[src/rtl/lcd_fb_pkg.sv]
`default_nettype none
// ============================================================================
// Module  : lcd_fb_pkg
// Brief   : Shared arbiter state encodings, wait-counter width, pixel packing.
// Revision: 1.0 - initial release
// ============================================================================
package lcd_fb_pkg;

    typedef enum logic [1:0] {
        ST_IDLE  = 2'd0,
        ST_RD    = 2'd1,
        ST_WR    = 2'd2,
        ST_FORCE = 2'd3
    } arb_state_e;

    localparam int unsigned WAIT_W     = 8;

    // Frame-buffer word: four 10-bit components, Y0 in the low bits.
    localparam int unsigned PIX_COMP_W = 10;
    localparam int unsigned PIX_Y0_LSB = 0;
    localparam int unsigned PIX_Y1_LSB = 10;
    localparam int unsigned PIX_CB_LSB = 20;
    localparam int unsigned PIX_CR_LSB = 30;

    function automatic logic [4*PIX_COMP_W-1:0] pix_pack(
        input logic [PIX_COMP_W-1:0] y0,
        input logic [PIX_COMP_W-1:0] y1,
        input logic [PIX_COMP_W-1:0] cb,
        input logic [PIX_COMP_W-1:0] cr
    );
        return {cr, cb, y1, y0};
    endfunction

endpackage
`default_nettype wire

[src/rtl/lcd_fb_starve_cnt.sv]
`default_nettype none
// ============================================================================
// Module  : lcd_fb_starve_cnt
// Brief   : Saturating count of consecutive cycles a pending write was denied.
// Revision: 1.0 - initial release
// ============================================================================
module lcd_fb_starve_cnt
    import lcd_fb_pkg::*;
(
    input  logic              HCLK,
    input  logic              HRESETn,
    input  logic              inc_i,
    output logic [WAIT_W-1:0] cnt_o
);

    localparam logic [WAIT_W-1:0] c_CNT_MAX = '1;

    logic [WAIT_W-1:0] cnt_q;
    logic [WAIT_W-1:0] cnt_d;

    // Any cycle that is not a denied pending write restarts the count.
    always_comb begin
        cnt_d = '0;
        if (inc_i) begin
            cnt_d = (cnt_q == c_CNT_MAX) ? cnt_q : cnt_q + 1'b1;
        end
    end

    always_ff @(posedge HCLK or negedge HRESETn) begin
        if (!HRESETn) begin
            cnt_q <= '0;
        end else begin
            cnt_q <= cnt_d;
        end
    end

    assign cnt_o = cnt_q;

endmodule
`default_nettype wire

[src/rtl/lcd_fb_arbiter.sv]
`default_nettype none
// ============================================================================
// Module  : lcd_fb_arbiter
// Brief   : Single-port frame-buffer BRAM arbiter, real-time reads vs writes.
// Revision: 1.0 - initial release
// ============================================================================
module lcd_fb_arbiter
    import lcd_fb_pkg::*;
#(
    parameter int W_WORD      = 18,
    parameter int W_PIX       = 40,
    parameter int MAX_WR_WAIT = 8
) (
    input  logic              HCLK,
    input  logic              HRESETn,
    input  logic              rd_urgent,
    input  logic              wr_req,
    input  logic [W_WORD-1:0] wr_addr,
    input  logic [W_PIX-1:0]  wr_data,
    output logic              wr_gnt,
    input  logic              rd_req,
    input  logic [W_WORD-1:0] rd_addr,
    output logic              rd_gnt,
    output logic              rd_valid,
    output logic [W_PIX-1:0]  rd_data,
    output logic              bram_en,
    output logic              bram_we,
    output logic [W_WORD-1:0] bram_addr,
    output logic [W_PIX-1:0]  bram_din,
    input  logic [W_PIX-1:0]  bram_dout,
    output logic              wr_starved
);

    localparam logic [WAIT_W-1:0] c_MAX_WAIT = WAIT_W'(MAX_WR_WAIT);

    arb_state_e        state_q;
    arb_state_e        state_d;
    logic [WAIT_W-1:0] w_wr_wait;
    logic              w_wr_win;
    logic              w_rd_win;
    logic              w_force;
    logic              rd_valid_q;
    logic              starved_q;

    lcd_fb_starve_cnt u_starve_cnt (
        .HCLK    (HCLK),
        .HRESETn (HRESETn),
        .inc_i   (wr_req & ~wr_gnt),
        .cnt_o   (w_wr_wait)
    );

    always_comb begin
        w_wr_win = 1'b0;
        w_rd_win = 1'b0;
        w_force  = 1'b0;
        state_d  = ST_IDLE;

        if (wr_req && !rd_req) begin
            w_wr_win = 1'b1;
        end else if (rd_req && !wr_req) begin
            w_rd_win = 1'b1;
        end else if (wr_req && rd_req) begin
            if (rd_urgent) begin
                // A forced write always yields the next slot back to the display.
                if ((state_q != ST_FORCE) && (w_wr_wait >= c_MAX_WAIT)) begin
                    w_wr_win = 1'b1;
                    w_force  = 1'b1;
                end else begin
                    w_rd_win = 1'b1;
                end
            end else if ((state_q == ST_RD) || (state_q == ST_IDLE)) begin
                w_wr_win = 1'b1;
            end else begin
                w_rd_win = 1'b1;
            end
        end

        if (w_force) begin
            state_d = ST_FORCE;
        end else if (w_wr_win) begin
            state_d = ST_WR;
        end else if (w_rd_win) begin
            state_d = ST_RD;
        end
    end

    always_ff @(posedge HCLK or negedge HRESETn) begin
        if (!HRESETn) begin
            state_q    <= ST_IDLE;
            rd_valid_q <= 1'b0;
            starved_q  <= 1'b0;
        end else begin
            state_q    <= state_d;
            rd_valid_q <= rd_gnt;
            if (wr_gnt && w_force && rd_urgent) begin
                starved_q <= 1'b1;
            end
        end
    end

    // Grants are masked while reset is held so the BRAM sees no traffic.
    assign wr_gnt     = HRESETn & w_wr_win;
    assign rd_gnt     = HRESETn & w_rd_win;

    assign bram_en    = wr_gnt | rd_gnt;
    assign bram_we    = wr_gnt;
    assign bram_addr  = wr_gnt ? wr_addr : (rd_gnt ? rd_addr : '0);
    assign bram_din   = wr_gnt ? wr_data : '0;

    assign rd_valid   = rd_valid_q;
    assign rd_data    = rd_valid_q ? bram_dout : '0;
    assign wr_starved = starved_q;

endmodule
`default_nettype wire

[config.mk]
export PLATFORM = sky130hd
export DESIGN_NAME = lcd_fb_arbiter
export DESIGN_NICKNAME = d
export VERILOG_FILES = /design/src/rtl/lcd_fb_pkg.sv /design/src/rtl/lcd_fb_starve_cnt.sv /design/src/rtl/lcd_fb_arbiter.sv
export SDC_FILE = /design/constraint.sdc
export NUM_CORES = 1
export LEC_CHECK = 0
export BUFFER_PORTS_ARGS = -buffer_cell sky130_fd_sc_hd__clkbuf_2
export CAP_MARGIN = 20
export CORE_AREA = 2 2 86 88
export CTS_CLUSTER_SIZE = 16
export DETAILED_ROUTE_END_ITERATION = 8
export DIE_AREA = 0 0 88 90
export PLACE_DENSITY = 0.64
export RECOVER_POWER = 100
export SYNTH_ARGS = -nofsm -noshare
export SYNTH_HDL_FRONTEND = slang
export SYNTH_SLANG_ARGS = --single-unit
[constraint.sdc]
create_clock -name HCLK -period 2.25 [get_ports HCLK]
set_clock_uncertainty 0.1 [all_clocks]
set_input_delay 0.1125 -clock HCLK [delete_from_list [all_inputs] [get_ports HCLK]]
set_output_delay 0.1125 -clock HCLK [all_outputs]
set_load 0.01 [all_outputs]
Word level (Yosys, flattened, before mapping)
Cells that the tools add are included.
Cells by class
  multiplexer cells: 25
  eq/ne operators: 4
  bitwise logic cells: 5
  $add $sub $neg: 1
  reduce and logical (&&, ||, !) cells: 10
  magnitude comparators: 1
Operators by type and width (number)
  $mux 40: 2
  $mux 18: 2
  $mux 1: 17
  $mux 8: 2
  $add 8x1->8 const B: 1
  $eq 8x8->1 const B: 1
  $ge 8x4->1 const B: 1
  $logic_and 1x1->1: 6
  $mux 2: 2
  $ne 2x2->1 const B: 2
  $and 1x1->1: 3
  $eq 2x1->1 const B: 1
  $logic_not 1->1: 2
  $logic_not 2->1: 1
  $logic_or 1x1->1: 1
  $not 1->1: 1
  $or 1x1->1: 1
Storage, ports and cells
  output and inout port bits: 104
  register bits after elaboration: 12
  word-level logic and storage cells: 50
  input port bits: 121

Logic depth before layout (Yosys ltp)
Gate-level depths: netlist (run 1).
  word-level depth: 11
  depth in mapped cells: 6
  mapped depth without buffers: 5

By module
From an unflattened synthesis (run 1), not the netlist that was laid out.
Unflattened totals
  cells, all modules: 175
  area, all modules: 1403.8 um2
By module, submodules not included
  lcd_fb_arbiter: cells each 133, area an instance 972.2 um2, seq. area each 100.1 um2, times used 1
  lcd_fb_starve_cnt: cells each 42, area an instance 431.7 um2, seq. area each 200.2 um2, times used 1

Least setup slack after synthesis (run 1)
No wires, ideal clock.
  path type: register to output
  from: register u_starve_cnt.cnt_q[7] (netlist: u_starve_cnt.cnt_o[7])
  to: output bram_din[30]
  stages on the path, launching flop included: 6
  required time: 2.037 ns
  arrival time: 1.786 ns
  path slack: 0.252 ns
  path buffers: 1
  cells stage by stage: dfrtp_1 or4_4 nor4b_4 nor4_4 clkbuf_1 and2_1
Between the ends
  word-level cells in the longest chain between the ends: 9
Ends and longest elaborated chain
  from (decl): line lcd_fb_starve_cnt.sv:18  | logic [WAIT_W-1:0] cnt_q;
  from (signal assigned): line lcd_fb_starve_cnt.sv:33  | cnt_q <= cnt_d;
  $ge 8x4->1: line lcd_fb_arbiter.sv:65  | if ((state_q != ST_FORCE) && (w_wr_wait >= c_MAX_WAIT)) begin
  $logic_and 1x1->1: line lcd_fb_arbiter.sv:65
  $mux 1: line lcd_fb_arbiter.sv:65
  $mux 1: line lcd_fb_arbiter.sv:63  | if (rd_urgent) begin
  $mux 1: line lcd_fb_arbiter.sv:62  | end else if (wr_req && rd_req) begin
  $mux 1: line lcd_fb_arbiter.sv:60  | end else if (rd_req && !wr_req) begin
  $mux 1: line lcd_fb_arbiter.sv:58  | if (wr_req && !rd_req) begin
  $and 1x1->1: line lcd_fb_arbiter.sv:102  | assign wr_gnt = HRESETn & w_wr_win;
  via bram_we: line lcd_fb_arbiter.sv:27  | output logic bram_we,
  $mux 40: line lcd_fb_arbiter.sv:108  | assign bram_din = wr_gnt ? wr_data : '0;
  to (decl): line lcd_fb_arbiter.sv:29  | output logic [W_PIX-1:0] bram_din,
The timed path passes the listed nets, and every way through them passes these cells.

Worst setup path in the final report (run 1)
  from: register u_starve_cnt.cnt_q[4] (netlist: u_starve_cnt.cnt_o[4])
  to: output bram_addr[9]
Between the ends
  word-level cells in the longest chain between the ends: 10
  elaborated cells between the ends (all ways): 16
  those cells by class: 1 x order compare; 12 x mux; 2 x bitwise; 1 x reduce/logical
Ends and longest elaborated chain
  $ge 8x4->1 *: line lcd_fb_arbiter.sv:65
  $logic_and 1x1->1 *: line lcd_fb_arbiter.sv:65
  $mux 1: line lcd_fb_arbiter.sv:65
  $mux 1: line lcd_fb_arbiter.sv:63
  $mux 1: line lcd_fb_arbiter.sv:62
  $mux 1: line lcd_fb_arbiter.sv:60
  $mux 1: line lcd_fb_arbiter.sv:58
  $and 1x1->1: line lcd_fb_arbiter.sv:103  | assign rd_gnt = HRESETn & w_rd_win;
  $mux 18: line lcd_fb_arbiter.sv:107  | assign bram_addr = wr_gnt ? wr_addr : (rd_gnt ? rd_addr : '0);
  $mux 18 *: line lcd_fb_arbiter.sv:107
  to (decl): line lcd_fb_arbiter.sv:28  | output logic [W_WORD-1:0] bram_addr,
Every way passes the cells marked *; elsewhere a longest branch is shown, timed or not.

==> results.md, run 1 <==
- Status: finished with violations
- Failing checks: negative setup slack
- Post-Syn Area: 1389 um^2
- Sequential share of the synthesized area: 0.2162
- Cells along the critical path: or4_4 -> nor4b_4 -> nor4_4 -> clkbuf_16 -> a22o_1 -> clkbuf_2
- Final Hold Vio Count: 0
- Peak Freq: 415.9 MHz
- Leak Pwr: 1.602 nW
- DR iter-0 viols: 21
- Unique masters post-synth: 34
- Largest family of logic cells by synthesized area: simple AND/OR/NAND/NOR gates
- Critical path peak fanout: 8
- DP Cell Count: 496
- CP max stage delay: 0.54 ns
- Num ports: 225
- Grt peak-use layer: met2
- Routed len/inst: 12.71 um
- Min Hold Slack: 0.007115 ns
- Post-synthesis mux area share: 0.01441
- Gate Count Post-Synth: 178
- Largest net degree at the start of global routing: 62
- Ys async rst share: 1.000
- Clock root buffer: clkbuf_8
- Syn nets: 301
- Simple-gate area share of the yosys netlist: 0.5081
- Slew @ Worst Pin: 0.8523 ns
- GPL Wtd Cong: 0.9515
- Area grow syn2layout: 96.94%
- Setup violations, final: 58
- I/O Buffers: 224
- Total congestion overflow: 0
- First-pass GRT wire length: 8.707 mm
- Worst slew margin: 0.4318
- Clock Sink Count: 12
- Number of global-route vias before repair: 1945
- Top_reg_cell synth: dfrtp_1
- Synth Area in XOR/XNOR: 0.01261
- Clock Path Buffers: 2
- Drt pass-1 iters: 4
- Initial antenna violation count: 0
- Worst Path Buf+Inv: 2
- DR vias/cell: 4.172
- Power Density: 294.2 nW/um^2
- Critical path endpoint category: output port
- FF+latch count, synth: 12
- Number of max-cap violations: 0
- CP Launch Type: register
- Post-Synth Adder-Cell Area: 0.01802
- Die ar.: 7920 um^2
- Die X: 88 um
- Final instance area: 2735 um^2
- Via count: 2107
- Crit path required time: 2.04 ns
- Post-DP HPWL: 5.001 mm
- Min cycle time layout: 2.404 ns
- Fin crit share: 1.069
- RSZ-0062 raised after global routing: yes
- Met3 GRT Util: 0.02296
- GRT met2 Usage: 0.2532
- Crit path DAT: 2.19 ns
- Worst hold path type: input port to register
- Synth Area in Compound Gates: 0.1667
- Cts bufs inserted: 3
- Clock Pin Slew Worst Setup and Hold Paths: 0.05 ns
- Row count: 31
- Antenna Nets Post-Route: 0
- Core Area: 7020 um^2
- Max Slew Vio Count: 0
- H-tree depth: 1
- Starting Density: 0.1978
- Ys Warns: 0
- Residual DRC: 0
- All-Layer GR Usage: 0.1349
- Worst-Skew Late Latency: 0.24 ns
- Tot Pwr: 0.8047 mW
- Pre-CTS WS: 0.08731 ns
- Placed Area: 2649 um^2
- Peak supply drop: 0.1410 mV
- Critical path class: register to output port
- WL final: 6.420 mm
- Syn avg cell area: 7.802 um^2
- # diodes: 0
- Post-synth EDFFs: 0
- Net count, final: 531
- Met1 Use GR: 0.1539
- Post-route insts no fill: 505
- Die Span Y: 90 um
- Crit-path slowest cell: or4_4
- Worst Slack Setup Final: -0.1542 ns
- Layout cells sized above 1: 0.5665
- CP delay by family, top: simple AND/OR/NAND/NOR gates
- TritonCTS clock tree: built
-- final cells by class --
| type | count | area (um^2) |
|---|---|---|
| Multi-Input combinational cell | 148 | 1006 |
| Inverter | 5 | 18.77 |
| Clock buffer | 3 | 41.29 |
| Timing Repair Buffer | 238 | 1245 |
| Sequential cell | 12 | 300.3 |
| Tap cell | 99 | 123.9 |
| Fill cell | 712 | 4285 |
-- power by group --
| group | switching (mW) | internal (mW) |
|---|---|---|
| clock network | 0.0740 | 0.118 |
| registers | 0.0151 | 0.225 |
| logic | 0.176 | 0.197 |
-- cells in the mapped netlist, types with 4 or more instances --
master | instances | share of area
a22o_1 | 18 | 0.11
inv_1 | 5 | 0.014
nor3_1 | 4 | 0.014
and2_1 | 80 | 0.36
clkbuf_1 | 8 | 0.022
nand2_1 | 4 | 0.011
dfrtp_1 | 12 | 0.22
nor2_1 | 13 | 0.035
-- repair_timing --
item | 4_1_cts | 5_1_grt
cloned | 0 | 3
hold endpoints to repair | 12 | 0
pin swaps | 1 | 1
buffers inserted | 1 | 1
resized for setup | 0 | 6
hold buffers | 1 | 0
setup endpoints to repair | 58 | 60
-- registers in the layout, indices dropped and copies added, names as in the netlist --
name                flops
u_starve_cnt.cnt_o      8
state_q                 2
wr_starved              1
rd_valid                1
-- placed cells by master, fill, tap and decap left out, types with 2 or more instances in the layout --
| cell | count |
|---|---|
| a22o_1 | 18 |
| nor2_1 | 12 |
| nand3_1 | 2 |
| buf_2 | 2 |
| nor3b_1 | 2 |
| buf_6 | 3 |
| clkbuf_8 | 3 |
| nand2_1 | 4 |
| clkbuf_1 | 16 |
| ha_1 | 2 |
| clkbuf_2 | 208 |
| dfrtp_1 | 12 |
| nor3_1 | 4 |
| a211oi_1 | 2 |
| inv_1 | 5 |
| and2_1 | 51 |
| and2_0 | 29 |
| mux2i_1 | 2 |
| buf_4 | 6 |
-- metrics by stage --
| step | utilization | TNS [ns] |
|---|---|---|
| 6_report | 0.3896 | -5.629 |
| 5_1_grt | 0.3896 | -11.63 |
| 4_1_cts | 0.3857 | -5.441 |
| 3_5_place_dp | 0.3773 | 0 |
| 3_3_place_gp | 0.3773 | 0 |
| 2_1_floorplan | - | 0 |
-- worst paths after layout --
kind / from / endpoint / slack (ns) / cells past startpoint
setup / recovery: u_starve_cnt.cnt_o[4] / bram_addr[9] / -0.15 / 6
hold / removal: wr_req / state_q[0] / 0.007 / 2
setup reg to reg: u_starve_cnt.cnt_o[4] / u_starve_cnt.cnt_o[4] / 0.10 / 6
hold reg to reg: wr_starved / wr_starved / 0.37 / 1
max in group asynchronous: HRESETn / state_q[0] / 1.16 / 3
min in group asynchronous: HRESETn / u_starve_cnt.cnt_o[4] / 0.44 / 3
-- kinds of logic (layout without fill, tap and decap cells) --
kind of cell,Yosys count,after routing
buffers and inverters,18,246
multiplexers,2,2
AND/OR/NAND/NOR,114,114
AO/OA/AOI/OAI,28,28
XOR/XNOR,2,2
flip-flops,12,12
adder cells (fa/ha/maj),2,2
-- metal layers --
layer	vias to the layer above	routed length [um]
met4	0	50
li1	1052	-
met3	5	614
met1	906	2484
met5	-	0
met2	144	3270
No activity file was read; power rests on OpenSTA's default activity.
==> run 2: changes to the inputs <==
RECOVER_POWER = default   (was 100)
==> run 2 against run 1 <==
Effect of this change: the run still ends with negative setup slack left; critical path depth unchanged; core utilization increased by 0.36 points; cell count unchanged; via count increased by 0.19%; design area increased by 0.92%; routed wire length about the same; combinational power increased by 2%; setup slack got worse by 0.0044 ns; sequential cell count unchanged.
==> results.md, run 2 (same netlist as run 1, synthesis figures left out) <==
- Crit-path slowest cell: or4_4
- CP delay by family, top: simple AND/OR/NAND/NOR gates
- Antenna Nets Post-Route: 0 (unchanged)
- Via count: 2111 (+0.19%)
- Clock Sink Count: 12 (unchanged)
- Cells along the critical path: or4_4 -> nor4b_4 -> nor4_4 -> clkbuf_16 -> a22o_1 -> clkbuf_2
- Layout cells sized above 1: 0.6059 (+0.03941)
- Sw Ratio: 0.3259 (-0.004001)
- Slew @ Worst Pin: 0.8254 ns (-0.02699 ns)
- Status: finished with violations
- Drt pass-1 iters: 4 (unchanged)
- CP startpoint: u_starve_cnt.cnt_o[4]
- Num ports: 225 (unchanged)
- RSZ-0062 raised after global routing: yes
- Flip-flop count of the largest register after layout: 8 (unchanged)
- Clock root buffer: clkbuf_8
- Multi-input logic area: 1006 um^2 (unchanged)
- TritonCTS clock tree: built
- Final Hold Vio Count: 0 (unchanged)
- Critical path peak fanout: 8 (unchanged)
- Cts bufs inserted: 3 (unchanged)
- Worst Slack Setup Final: -0.1586 ns (-0.004371 ns)
- Tot Pwr: 0.8099 mW (+0.65%)
- Fin crit share: 1.070 (+0.001943)
- Die Span Y: 90 um (unchanged)
- Starting Density: 0.1978 (unchanged)
- Initial antenna violation count: 0 (unchanged)
- Final instance area: 2760 um^2 (+0.92%)
- Routed len/inst: 12.70 um (about the same)
- Core Area: 7020 um^2 (unchanged)
- Die ar.: 7920 um^2 (unchanged)
- Number of global-route vias before repair: 1945 (unchanged)
- Number of max-cap violations: 0 (unchanged)
- Power Density: 293.4 nW/um^2 (-0.26%)
- Area grow syn2layout: 98.74%
- Worst reg2reg setup slack: 0.17 ns (+0.07 ns)
- Worst r2r path cells: 6 (unchanged)
- Clk pwr share: 0.235 (-0.003)
- DR iter-0 viols: 23 (+9.5%)
- Filler cells: 704 (-1.1%)
- WL final: 6.416 mm (about the same)
- Row count: 31 (unchanged)
- Clock Path Buffers: 2 (unchanged)
- First-pass GRT wire length: 8.707 mm (unchanged)
- R2r endpoint: u_starve_cnt.cnt_o[4]
- Worst-Skew Late Latency: 0.24 ns (about the same)
- # diodes: 0 (unchanged)
- Most frequent cells in the layout: clkbuf_2, and2_1, a22o_1
- Min cycle time layout: 2.409 ns (+0.004371 ns)
- Worst Path Buf+Inv: 2 (unchanged)
- H-tree depth: 1 (unchanged)
- CP max stage delay: 0.54 ns (about the same)
- Switching power: 0.2640 mW (-0.57%)
- I/O Buffers: 224 (unchanged)
- Peak Freq: 415.2 MHz (-0.18%)
- Die X: 88 um (unchanged)
- Register area: 300.3 um^2 (unchanged)
- Post-DP HPWL: 5.001 mm (unchanged)
- Worst slew margin: 0.4498 (+0.01799)
- Net count, final: 531 (unchanged)
- Comb pwr share: 0.469 (+0.005)
- Placed Area: 2649 um^2 (unchanged)
- Max Slew Vio Count: 0 (unchanged)
- Flop pwr share: 0.296 (-0.002)
- Setup violations, final: 58 (unchanged)
- Internal power: 0.5459 mW (+1.2%)
- Clock Pin Slew Worst Setup and Hold Paths: 0.05 ns (about the same)
- CP Launch Type: register
- Critical path class: register to output port
- Total congestion overflow: 0 (unchanged)
- DR vias/cell: 4.180 (+0.19%)
- Commonest non-fill, non-tap cell in the layout: clkbuf_2
- CP endpoint: bram_addr[9]
- Crit path required time: 2.04 ns (about the same)
- Leak Pwr: 1.682 nW (+5.0%)
- Peak supply drop: 0.1417 mV (+0.50%)
- RR Startpoint: u_starve_cnt.cnt_o[4]
- Critical path endpoint category: output port
- Failing checks: negative setup slack
- All-Layer GR Usage: 0.1349 (unchanged)
- Worst hold path type: input port to register
- Largest net degree at the start of global routing: 62 (unchanged)
- Residual DRC: 0 (unchanged)
- Critical path depth: 6 (unchanged)
- Crit path DAT: 2.20 ns (about the same)
- Pre-CTS WS: 0.08731 ns (unchanged)
- GPL Wtd Cong: 0.9515 (unchanged)
run 2: cell count changes in the layout (fill, tap and decap cells not counted), sizes merged:
cell	previous run	this run
buf	12	14
clkbuf	228	226
run 2: power groups by stage:
stage / combinational, mW / clock, mW / sequential [mW]
final: 0.380 / 0.190 / 0.239
after global routing: 0.417 / 0.207 / 0.242
after CTS: 0.370 / 0.198 / 0.239
after detailed placement: 0.365 / 0 / 0.243
after global placement: 0.362 / 0 / 0.241
after floorplan: 0.166 / 0 / 0.234
run 2: worst min-delay path by stage:
stage | startpoint | end | cells after the start
2_1_floorplan | HRESETn | rd_valid | 0
3_3_place_gp | HRESETn | wr_starved | 2
3_5_place_dp | HRESETn | state_q[0] | 2
4_1_cts | wr_req | state_q[0] | 2
5_1_grt | wr_req | state_q[0] | 2
6_report | wr_req | state_q[0] | 2
run 2: through the flow:
stage / instances / hold slack, ns / TNS, ns / util
2_1_floorplan: 178 / -0.2831 / 0 / -
3_3_place_gp: 496 / -0.03372 / 0 / 0.3773
3_5_place_dp: 496 / -0.03089 / 0 / 0.3773
4_1_cts: 501 / 0.007689 / -5.441 / 0.3857
5_1_grt: 505 / 0.02773 / -11.48 / 0.3932
6_report: 505 / 0.008273 / -5.812 / 0.3932
run 2: repair_timing:
action / CTS / global route
gates resized for setup: 0 / 6
buffers inserted: 1 / 1
pin swaps: 1 / 1
endpoints found under the hold margin: 12 / 0
setup endpoints to repair: 58 / 60
hold buffers: 1 / 0
gates cloned: 0 / 3
run 2: layout make-up:
| type | count | area share |
|---|---|---|
| inverter | 5 | 0.006800 |
| timing repair buffer | 238 | 0.4601 |
| tap | 99 | 0.04488 |
| multi-input combinational | 148 | 0.3645 |
| clock buffer | 3 | 0.01496 |
| sequential | 12 | 0.1088 |
run 2: layer usage:
| metal | global-route usage | part of all wire | vias up |
|---|---|---|---|
| li1 | - | - | 1052 |
| met1 | 0.1539 | 0.39 | 908 |
| met2 | 0.2532 | 0.51 | 147 |
| met3 | 0.02296 | 0.096 | 4 |
| met4 | 0.03205 | 0.0059 | 0 |
| met5 | 0 | 0 | - |
